--- src/rtl/display_scan_ctrl.sv ---
// -----------------------------------------------------------------------------
// display_scan_ctrl
//
// Time-multiplexes four BCD digits onto one shared 7-segment decoder driving a
// common-anode display. Each digit slot is preceded by a blanking guard with
// all anodes off, which prevents ghosting. New digit values are
// double-buffered in a shadow register. They are committed to the active
// register only at a frame boundary, or when scanning starts, so the display
// never tears.
//
// Parameters:
//   SHOW_CYCLES   clk cycles one anode is lit per digit slot (>= 1)
//   BLANK_CYCLES  clk cycles all anodes are off before each digit slot (>= 1)
//
// Ports:
//   clk         in   1   system clock, all logic on posedge
//   reset       in   1   synchronous, active-high reset
//   enable      in   1   1 = scan, 0 = display dark (IDLE)
//   load        in   1   1-cycle strobe, captures digits_in into the shadow
//   digits_in   in   16  {d3,d2,d1,d0} BCD, d0 is the rightmost digit (an[0])
//   bcd         out  4   code to the decoder, 4'hF = blank
//   an          out  4   anode enables, active-low, one-hot-low or all ones
//   frame_tick  out  1   1-cycle pulse at each completed 4-digit frame
//
// Configuration macro:
//   LZB_EN  when defined, leading-zero blanking is applied to the active
//           digits: d3, d2 and d1 are blanked while they and all digits to
//           their left are zero. d0 is never blanked. A blanked slot still
//           strobes its anode, but with bcd = 4'hF.
// -----------------------------------------------------------------------------
module display_scan_ctrl #(
    parameter int unsigned SHOW_CYCLES  = 99000,
    parameter int unsigned BLANK_CYCLES = 1000
) (
    input  logic        clk,
    input  logic        reset,
    input  logic        enable,
    input  logic        load,
    input  logic [15:0] digits_in,
    output logic [3:0]  bcd,
    output logic [3:0]  an,
    output logic        frame_tick
);

    localparam int unsigned DATA_W     = 16;
    localparam int unsigned DIGIT_W    = 4;
    localparam int unsigned IDX_W      = 2;
    localparam int unsigned MAX_CYCLES = (SHOW_CYCLES > BLANK_CYCLES) ? SHOW_CYCLES : BLANK_CYCLES;
    localparam int unsigned CNT_W      = (MAX_CYCLES > 1) ? $clog2(MAX_CYCLES) : 1;

    localparam logic [CNT_W-1:0]   SHOW_LAST  = CNT_W'(SHOW_CYCLES - 1);
    localparam logic [CNT_W-1:0]   BLANK_LAST = CNT_W'(BLANK_CYCLES - 1);
    localparam logic [DIGIT_W-1:0] BCD_BLANK  = 4'hF;
    localparam logic [3:0]         AN_OFF     = 4'b1111;
    localparam logic [IDX_W-1:0]   IDX_LAST   = 2'd3;

    typedef enum logic [1:0] {
        ST_IDLE  = 2'd0,
        ST_BLANK = 2'd1,
        ST_SHOW  = 2'd2
    } state_e;

    // Registered state
    state_e             state_q,   state_d;
    logic [IDX_W-1:0]   idx_q,     idx_d;
    logic [CNT_W-1:0]   cnt_q,     cnt_d;
    logic [DATA_W-1:0]  active_q,  active_d;
    logic [DATA_W-1:0]  shadow_q,  shadow_d;
    logic               pending_q, pending_d;
    logic [3:0]         an_q,      an_d;
    logic [DIGIT_W-1:0] bcd_q,     bcd_d;
    logic               tick_q,    tick_d;

    // Combinational control strobes
    logic commit_c;
    logic enter_blank_c;

    // Code presented to the decoder for one slot, including optional LZB.
    function automatic logic [DIGIT_W-1:0] slot_code(
        input logic [DATA_W-1:0] digits,
        input logic [IDX_W-1:0]  idx
    );
        logic [DIGIT_W-1:0] dig;
        logic               blank;
        case (idx)
            2'd0:    dig = digits[3:0];
            2'd1:    dig = digits[7:4];
            2'd2:    dig = digits[11:8];
            default: dig = digits[15:12];
        endcase
`ifdef LZB_EN
        case (idx)
            2'd3:    blank = (digits[15:12] == 4'h0);
            2'd2:    blank = (digits[15:8]  == 8'h00);
            2'd1:    blank = (digits[15:4]  == 12'h000);
            default: blank = 1'b0;
        endcase
`else
        blank = 1'b0;
`endif
        return blank ? BCD_BLANK : dig;
    endfunction

    // Active-low anode pattern for the lit slot.
    function automatic logic [3:0] anode_mask(input logic [IDX_W-1:0] idx);
        logic [3:0] mask;
        case (idx)
            2'd0:    mask = 4'b1110;
            2'd1:    mask = 4'b1101;
            2'd2:    mask = 4'b1011;
            default: mask = 4'b0111;
        endcase
        return mask;
    endfunction

    // Next-state, datapath and output logic
    always_comb begin
        state_d       = state_q;
        idx_d         = idx_q;
        cnt_d         = cnt_q;
        active_d      = active_q;
        shadow_d      = shadow_q;
        pending_d     = pending_q;
        an_d          = an_q;
        bcd_d         = bcd_q;
        tick_d        = 1'b0;
        commit_c      = 1'b0;
        enter_blank_c = 1'b0;

        // Shadow capture; the last load before a commit wins.
        if (load) begin
            shadow_d  = digits_in;
            pending_d = 1'b1;
        end

        if (!enable) begin
            // Dark display; shadow and pending are kept for the next start.
            state_d = ST_IDLE;
            idx_d   = '0;
            cnt_d   = '0;
            an_d    = AN_OFF;
            bcd_d   = BCD_BLANK;
        end else begin
            case (state_q)
                ST_IDLE: begin
                    state_d       = ST_BLANK;
                    idx_d         = '0;
                    cnt_d         = '0;
                    an_d          = AN_OFF;
                    commit_c      = 1'b1;
                    enter_blank_c = 1'b1;
                end
                ST_BLANK: begin
                    if (cnt_q == BLANK_LAST) begin
                        state_d = ST_SHOW;
                        cnt_d   = '0;
                        an_d    = anode_mask(idx_q);
                    end else begin
                        cnt_d = cnt_q + CNT_W'(1);
                    end
                end
                ST_SHOW: begin
                    if (cnt_q == SHOW_LAST) begin
                        state_d       = ST_BLANK;
                        cnt_d         = '0;
                        an_d          = AN_OFF;
                        enter_blank_c = 1'b1;
                        if (idx_q == IDX_LAST) begin
                            idx_d    = '0;
                            tick_d   = 1'b1;
                            commit_c = 1'b1;
                        end else begin
                            idx_d = idx_q + IDX_W'(1);
                        end
                    end else begin
                        cnt_d = cnt_q + CNT_W'(1);
                    end
                end
                default: begin
                    state_d = ST_IDLE;
                    idx_d   = '0;
                    cnt_d   = '0;
                    an_d    = AN_OFF;
                    bcd_d   = BCD_BLANK;
                end
            endcase
        end

        // Frame-boundary commit; a coincident load bypasses the shadow.
        if (commit_c) begin
            if (load) begin
                active_d  = digits_in;
                pending_d = 1'b0;
            end else if (pending_q) begin
                active_d  = shadow_q;
                pending_d = 1'b0;
            end
        end

        // bcd only changes on BLANK entry, using the just-committed digits.
        if (enter_blank_c) begin
            bcd_d = slot_code(active_d, idx_d);
        end
    end

    // State register
    always_ff @(posedge clk) begin
        if (reset) begin
            state_q   <= ST_IDLE;
            idx_q     <= '0;
            cnt_q     <= '0;
            active_q  <= '0;
            shadow_q  <= '0;
            pending_q <= 1'b0;
            an_q      <= AN_OFF;
            bcd_q     <= BCD_BLANK;
            tick_q    <= 1'b0;
        end else begin
            state_q   <= state_d;
            idx_q     <= idx_d;
            cnt_q     <= cnt_d;
            active_q  <= active_d;
            shadow_q  <= shadow_d;
            pending_q <= pending_d;
            an_q      <= an_d;
            bcd_q     <= bcd_d;
            tick_q    <= tick_d;
        end
    end

    assign an         = an_q;
    assign bcd        = bcd_q;
    assign frame_tick = tick_q;

endmodule

--- config.mk ---
export PLATFORM = sky130hd
export DESIGN_NAME = display_scan_ctrl
export DESIGN_NICKNAME = d
export VERILOG_FILES = /design/src/rtl/display_scan_ctrl.sv
export SDC_FILE = /design/constraint.sdc
export NUM_CORES = 1
export LEC_CHECK = 0
export BUFFER_PORTS_ARGS = -buffer_cell sky130_fd_sc_hd__buf_2
export CORE_MARGIN = 4
export CORE_UTILIZATION = 58
export DETAILED_ROUTE_END_ITERATION = 7
export PLACE_DENSITY = 0.9
export SLEW_MARGIN = 10
export SYNTH_ARGS = -nofsm -noshare
export SYNTH_HDL_FRONTEND = slang
export SYNTH_SLANG_ARGS = --single-unit
--- constraint.sdc ---
create_clock -name clk -period 4 [get_ports clk]
set_input_delay 0.4 -clock clk [delete_from_list [all_inputs] [get_ports clk]]
set_output_delay 0.4 -clock clk [all_outputs]
set_load 0.05 [all_outputs]
==> results of run 1 <==
==> stage by stage <==
stage / hold WS (ps) / utilization [%] / instances / setup slack, ps / total power, mW
2_1_floorplan: 426 / - / 327 / 1560 / 0.746
3_3_place_gp: 440 / 63.9 / 411 / 1280 / 0.775
3_5_place_dp: 456 / 63.9 / 411 / 1110 / 0.779
4_1_cts: 318 / 68.4 / 427 / 1100 / 1.34
5_1_grt: 316 / 68.4 / 427 / 933 / 1.39
6_report: 323 / 68.4 / 427 / 1090 / 1.34
==> worst paths after layout <==
path	cells after the start	slack, ps	end	start
worst min register to register	1	460	cnt_q[0]	cnt_q[0]
worst min-delay path	3	320	shadow_q[0]	digits_in[0]
worst max-delay path	8	1090	bcd[0]	cnt_q[0]
worst max register to register	8	1090	bcd[0]	cnt_q[0]
==> per-layer routing <==
metal  vias up  share of wire [%]  wire, um  track usage [%]
met5         -                  0         0                0
met4         0                1.3        78             8.74
met3         9                5.1       310             4.99
met2        59                 48      2930             35.2
met1      1099                 46      2800             26.8
li1       1201                  -         -                -
==> power by group through the flow <==
stage | clock, mW | sequential, mW | combinational (mW)
final | 0.568 | 0.658 | 0.109
after global routing | 0.609 | 0.660 | 0.119
after CTS | 0.574 | 0.658 | 0.109
after detailed placement | 0 | 0.672 | 0.107
after global placement | 0 | 0.671 | 0.105
after floorplan | 0 | 0.680 | 0.0663
==> cells in the mapped netlist (4+ instances only) <==
library cell,number,area share [%]
ha_1,10,4.4
inv_1,6,0.79
nor2_1,50,6.6
nor2b_1,13,2.9
clkbuf_1,11,1.5
nor3_1,5,0.88
a21oi_1,18,3.2
nand2_1,40,5.3
o21ai_0,11,1.9
nand2b_1,20,4.4
nand3_1,7,1.2
a221o_1,10,3.5
xor2_1,12,3.7
and3_1,4,0.88
dfxtp_1,63,44
a221oi_1,7,2.2
==> tightest hold or removal path, stage by stage <==
cell and delay (ps):
buf_2 110, nand2_1 50, a21oi_1 50
==> final cells by class <==
type | instances | area [um2] | share of cell area [%]
timing repair buffer | 29 | 148 | 4.57
tap | 67 | 83.8 | 2.60
inverter | 6 | 22.5 | 0.697
sequential | 63 | 1260 | 39.1
clock buffer | 13 | 169 | 5.23
multi-input combinational | 246 | 1510 | 46.6
clock inverter | 3 | 40.0 | 1.24
==> registers in the layout, indices dropped and copies added (netlist names) <==
signal,count
frame_tick,1
bcd,4
cnt_q,17
pending_q,1
idx_q,2
shadow_q,16
active_q,16
an,4
state_q,2
==> cell families (layout without fill, tap and decap cells) <==
family / count (synthesis) / in the layout / synth area share [%]
flops: 63 / 63 / 44.5
buf+inv: 18 / 51 / 2.43
simple gates: 159 / 159 / 28.2
compound gates: 62 / 62 / 15.9
xor+xnor: 15 / 15 / 4.63
fa+ha+maj: 10 / 10 / 4.41
==> results.cfg, run 1 <==
[worst_setup_path]
crit_path_cell_trace = ha_1 > and4bb_2 > and4_4 > a32oi_1 > o21ai_0 > a221o_1 > a221o_1 > o32a_1
cp.arrival_ps = 3130
worst-path-buf-inv = 0
crit_fanout = 9
start_kind = register
critical_path_class = register to register
cp_top_family = compound AO/OA/AOI/OAI gates
critPathMostFrequentCell = a221o_1
max_stage_delay_ps = 590
required_ps = 4220
worstSetupEndpointType = register
crit_path_top_delay_cell = a32oi_1

[routing]
routedWlPerCell_um = 14.3
via_count = 2368
dr.first_iter.drc_count = 218
drt_wl_total_um = 6120
ant_nets = 0
via_per_inst = 5.55
drc = 0
drt_pre_antenna_iters = 4

[sta]
fmax_ghz = 0.344
timing_hold_violations_final = 0
fin_crit_ps = 2910
fin_setup_tns_ps = 0
setup_viol = 0
worst_slew_pin_slew_ps = 1060
slew-limit-headroom_pct = 29.5
rsz0062_at_grt = no
period_share_pct = 72.7
fin_skew_ps = 7.10
finalMaxSlewViolations = 0

[clock_network]
root_buffer = clkbuf_8
cts_resized = 0
cts_buffer_depth = 2
clkTransAtPathRegs_ps = 70
cts_buffers = 9
cts_setup_buffers = 0
h-tree-depth = 3
tritoncts = done
cts.hold.buffers_added = 0
clk_latency_ps = 330
cts.sinks = 63

[floorplanning]
core_um2 = 4720
std_cell_rows = 25
dieArea_um2 = 6070
initial_utilization_pct = 60.0
ioPinCount = 29
die_y_um = 77.9
dieWidth_um = 77.9

[synthesis]
synth_cells = 327
synthesis.nets = 357
ys_ff_latch = 63
syn_area_um2 = 2840
ys_dominant_reg_cell = dfxtp_1
async_reset_ff_share_pct = 0
synth_area_per_cell_um2 = 8.67
synth_edf_count = 0
yosys_warnings = 0
yosys.cell_types.count = 42
seq_area_frac_synth_pct = 44.5

[flow_run]
maxCapViolations = 0

[finish]
final_common_cell = dfxtp_1
final_cell_mix = dfxtp_1, nor2_1, nand2_1
drive_above_1_share_pct = 14.4
diodes = 0
syn_to_final_growth_pct = 13.9
fillers = 363
final_nets = 385
fin_area_um2 = 3230

[power]
combPwrFrac_pct = 8.2
seqPwrFrac_pct = 49.3
powerDensity_nw_per_um2 = 414
p_int_mw = 1.03
p_leak_nw = 1.24
power.switching_mw = 0.307
swShare_pct = 23.0
vdd_drop_max_mv = 0.208
clkPwrFrac_pct = 42.5

[grt]
grt_overflow = 0
antenna_found_initial = 0
grt_usage_pct = 21.4
grt_max_degree = 36
first_global_vias = 2272
grt_pass1_wl_um = 10200

[status]
outcome = finished, final reports clean

[placement]
place_area_um2 = 3020
hpwl_um = 4340
place.gp.congestion = 0.865
portBuffers = 28

[min_path]
hp-class = primary input to register
Power figures use the tool's default switching activity.
==> run 2, diff against run 1 <==
==> constraint.sdc (replaced) <==
create_clock -name clk -period 3 [get_ports clk]
set_input_delay 0.3 -clock clk [delete_from_list [all_inputs] [get_ports clk]]
set_output_delay 0.3 -clock clk [all_outputs]
set_load 0.05 [all_outputs]
==> run 2 against run 1 <==
Compared with the run above:
- register-to-register slack got worse by 800 ps
- clock skew rose by 3.3 ps
- critical path type unchanged
- global-route usage rose by 1.5 points
- highest routed layer unchanged
- power rose by 32%
==> results.cfg, run 2 (synthesis results as in run 1) <==
[routing]
drt_wl_total_um = 6370
drt_pre_antenna_iters = 4
via_count = 2454
ant_nets = 0
via_per_inst = 5.72
drc = 0
routedWlPerCell_um = 14.8
dr.first_iter.drc_count = 143

[clock_network]
clkTransAtPathRegs_ps = 80
cts_buffers = 9
tritoncts = done
cts.sinks = 63
cts_setup_buffers = 0
clk_latency_ps = 350
h-tree-depth = 3
cts_buffer_depth = 2
root_buffer = clkbuf_8

[grt]
grt_pass1_wl_um = 10900
first_global_vias = 2438
antenna_found_initial = 0
grt_max_degree = 36
grt_overflow = 0
grt_usage_pct = 22.8

[placement]
portBuffers = 28
place_area_um2 = 3040
hpwl_um = 4280
place.gp.congestion = 0.848

[finish]
final_nets = 387
diodes = 0
fillers = 350
syn_to_final_growth_pct = 14.1
drive_above_1_share_pct = 15.5
largest_register_ffs = 17
max_flop_register = cnt_q
fin_area_um2 = 3240
final_util_pct = 68.5
reg_top3 = cnt_q x17, active_q x16, shadow_q x16
final_cell_mix = dfxtp_1, nor2_1, nand2_1
final_common_cell = dfxtp_1

[sta]
worst_slew_pin_slew_ps = 714
fin_skew_ps = 10.4
rsz0062_at_grt = no
fin_crit_ps = 2710
fmax_ghz = 0.369
period_share_pct = 90.3
fin_setup_tns_ps = 0
finalMaxSlewViolations = 0
slew-limit-headroom_pct = 51.9
timing_hold_violations_final = 0
setup_viol = 0

[floorplanning]
die_y_um = 77.9
ioPinCount = 29
dieArea_um2 = 6070
std_cell_rows = 25
initial_utilization_pct = 60.0
dieWidth_um = 77.9
core_um2 = 4720

[min_path]
min-delay-start = digits_in[0]
hp-class = primary input to register

[worst_setup_path]
worstSetupEndpointType = register
reg2reg_to = bcd[0]
regToRegStartpoint = state_q[0]
crit_fanout = 15
start_kind = register
crit_end = bcd[0]
r2r_setup_slack_ps = 290
cp.arrival_ps = 2930
critical_path_class = register to register
rr_worst_depth = 8
worstSetupStartpoint = state_q[0]
required_ps = 3220

[status]
outcome = finished, final reports clean

[power]
vdd_drop_max_mv = 0.271
p_leak_nw = 1.24
powerDensity_nw_per_um2 = 544
finalPower_mw = 1.76

[flow_run]
maxCapViolations = 0
## run 2: how the worst min path moves through the flow
stage,endpoint,slack (ps),cells past startpoint
finish,shadow_q[0],200,3
global route,shadow_q[0],200,3
CTS,shadow_q[0],200,3
detailed placement,cnt_q[0],470,1
global placement,cnt_q[0],440,1
floorplan,cnt_q[0],430,1
## run 2: final cells by class
type	count	area (um2)	share of cell area, %
well taps	67	83.8	2.59
clock buffers	10	138	4.25
multi-input cells	246	1510	46.6
repair buffers	31	163	5.03
inverters	6	22.5	0.696
clock inverters	6	60.1	1.86
flip-flops and latches	63	1260	39.0
## run 2: worst max-delay path, stage by stage, from the launching register on
cell     delay [ps]
dfxtp_1         390
inv_1            80
ha_1            300
and3_1          230
a22oi_4         260
nor2b_2         190
a221o_1         400
a221o_1         370
o32a_1          370
## run 2: through the flow
step / instances / worst slack [ps] / hold WS [ps]
final: 429 / 292 / 202
after global routing: 429 / 117 / 203
after global placement: 413 / 365 / 440
after floorplan: 327 / 557 / 426
after CTS: 429 / 112 / 201
after detailed placement: 413 / 260 / 466
## run 2: layer usage
| metal | global-route usage (%) | vias up | wire [um] |
|---|---|---|---|
| met1 | 26.8 | 1131 | 2680 |
| met2 | 37.3 | 98 | 3020 |
| li1 | - | 1202 | - |
| met4 | 13.6 | 0 | 203 |
| met3 | 5.92 | 23 | 468 |
| met5 | 0 | - | 0 |
## run 2: power breakdown
part | switching (mW) | internal, mW | total (mW)
combinational | 0.0900 | 0.0582 | 0.148
clock | 0.332 | 0.401 | 0.734
sequential | 0.0121 | 0.865 | 0.877
## run 2: repair_timing
| item | CTS | global route |
|---|---|---|
| resized for setup | 0 | 1 |
| setup endpoints to repair | 0 | 2 |
| hold buffers | 0 | 0 |
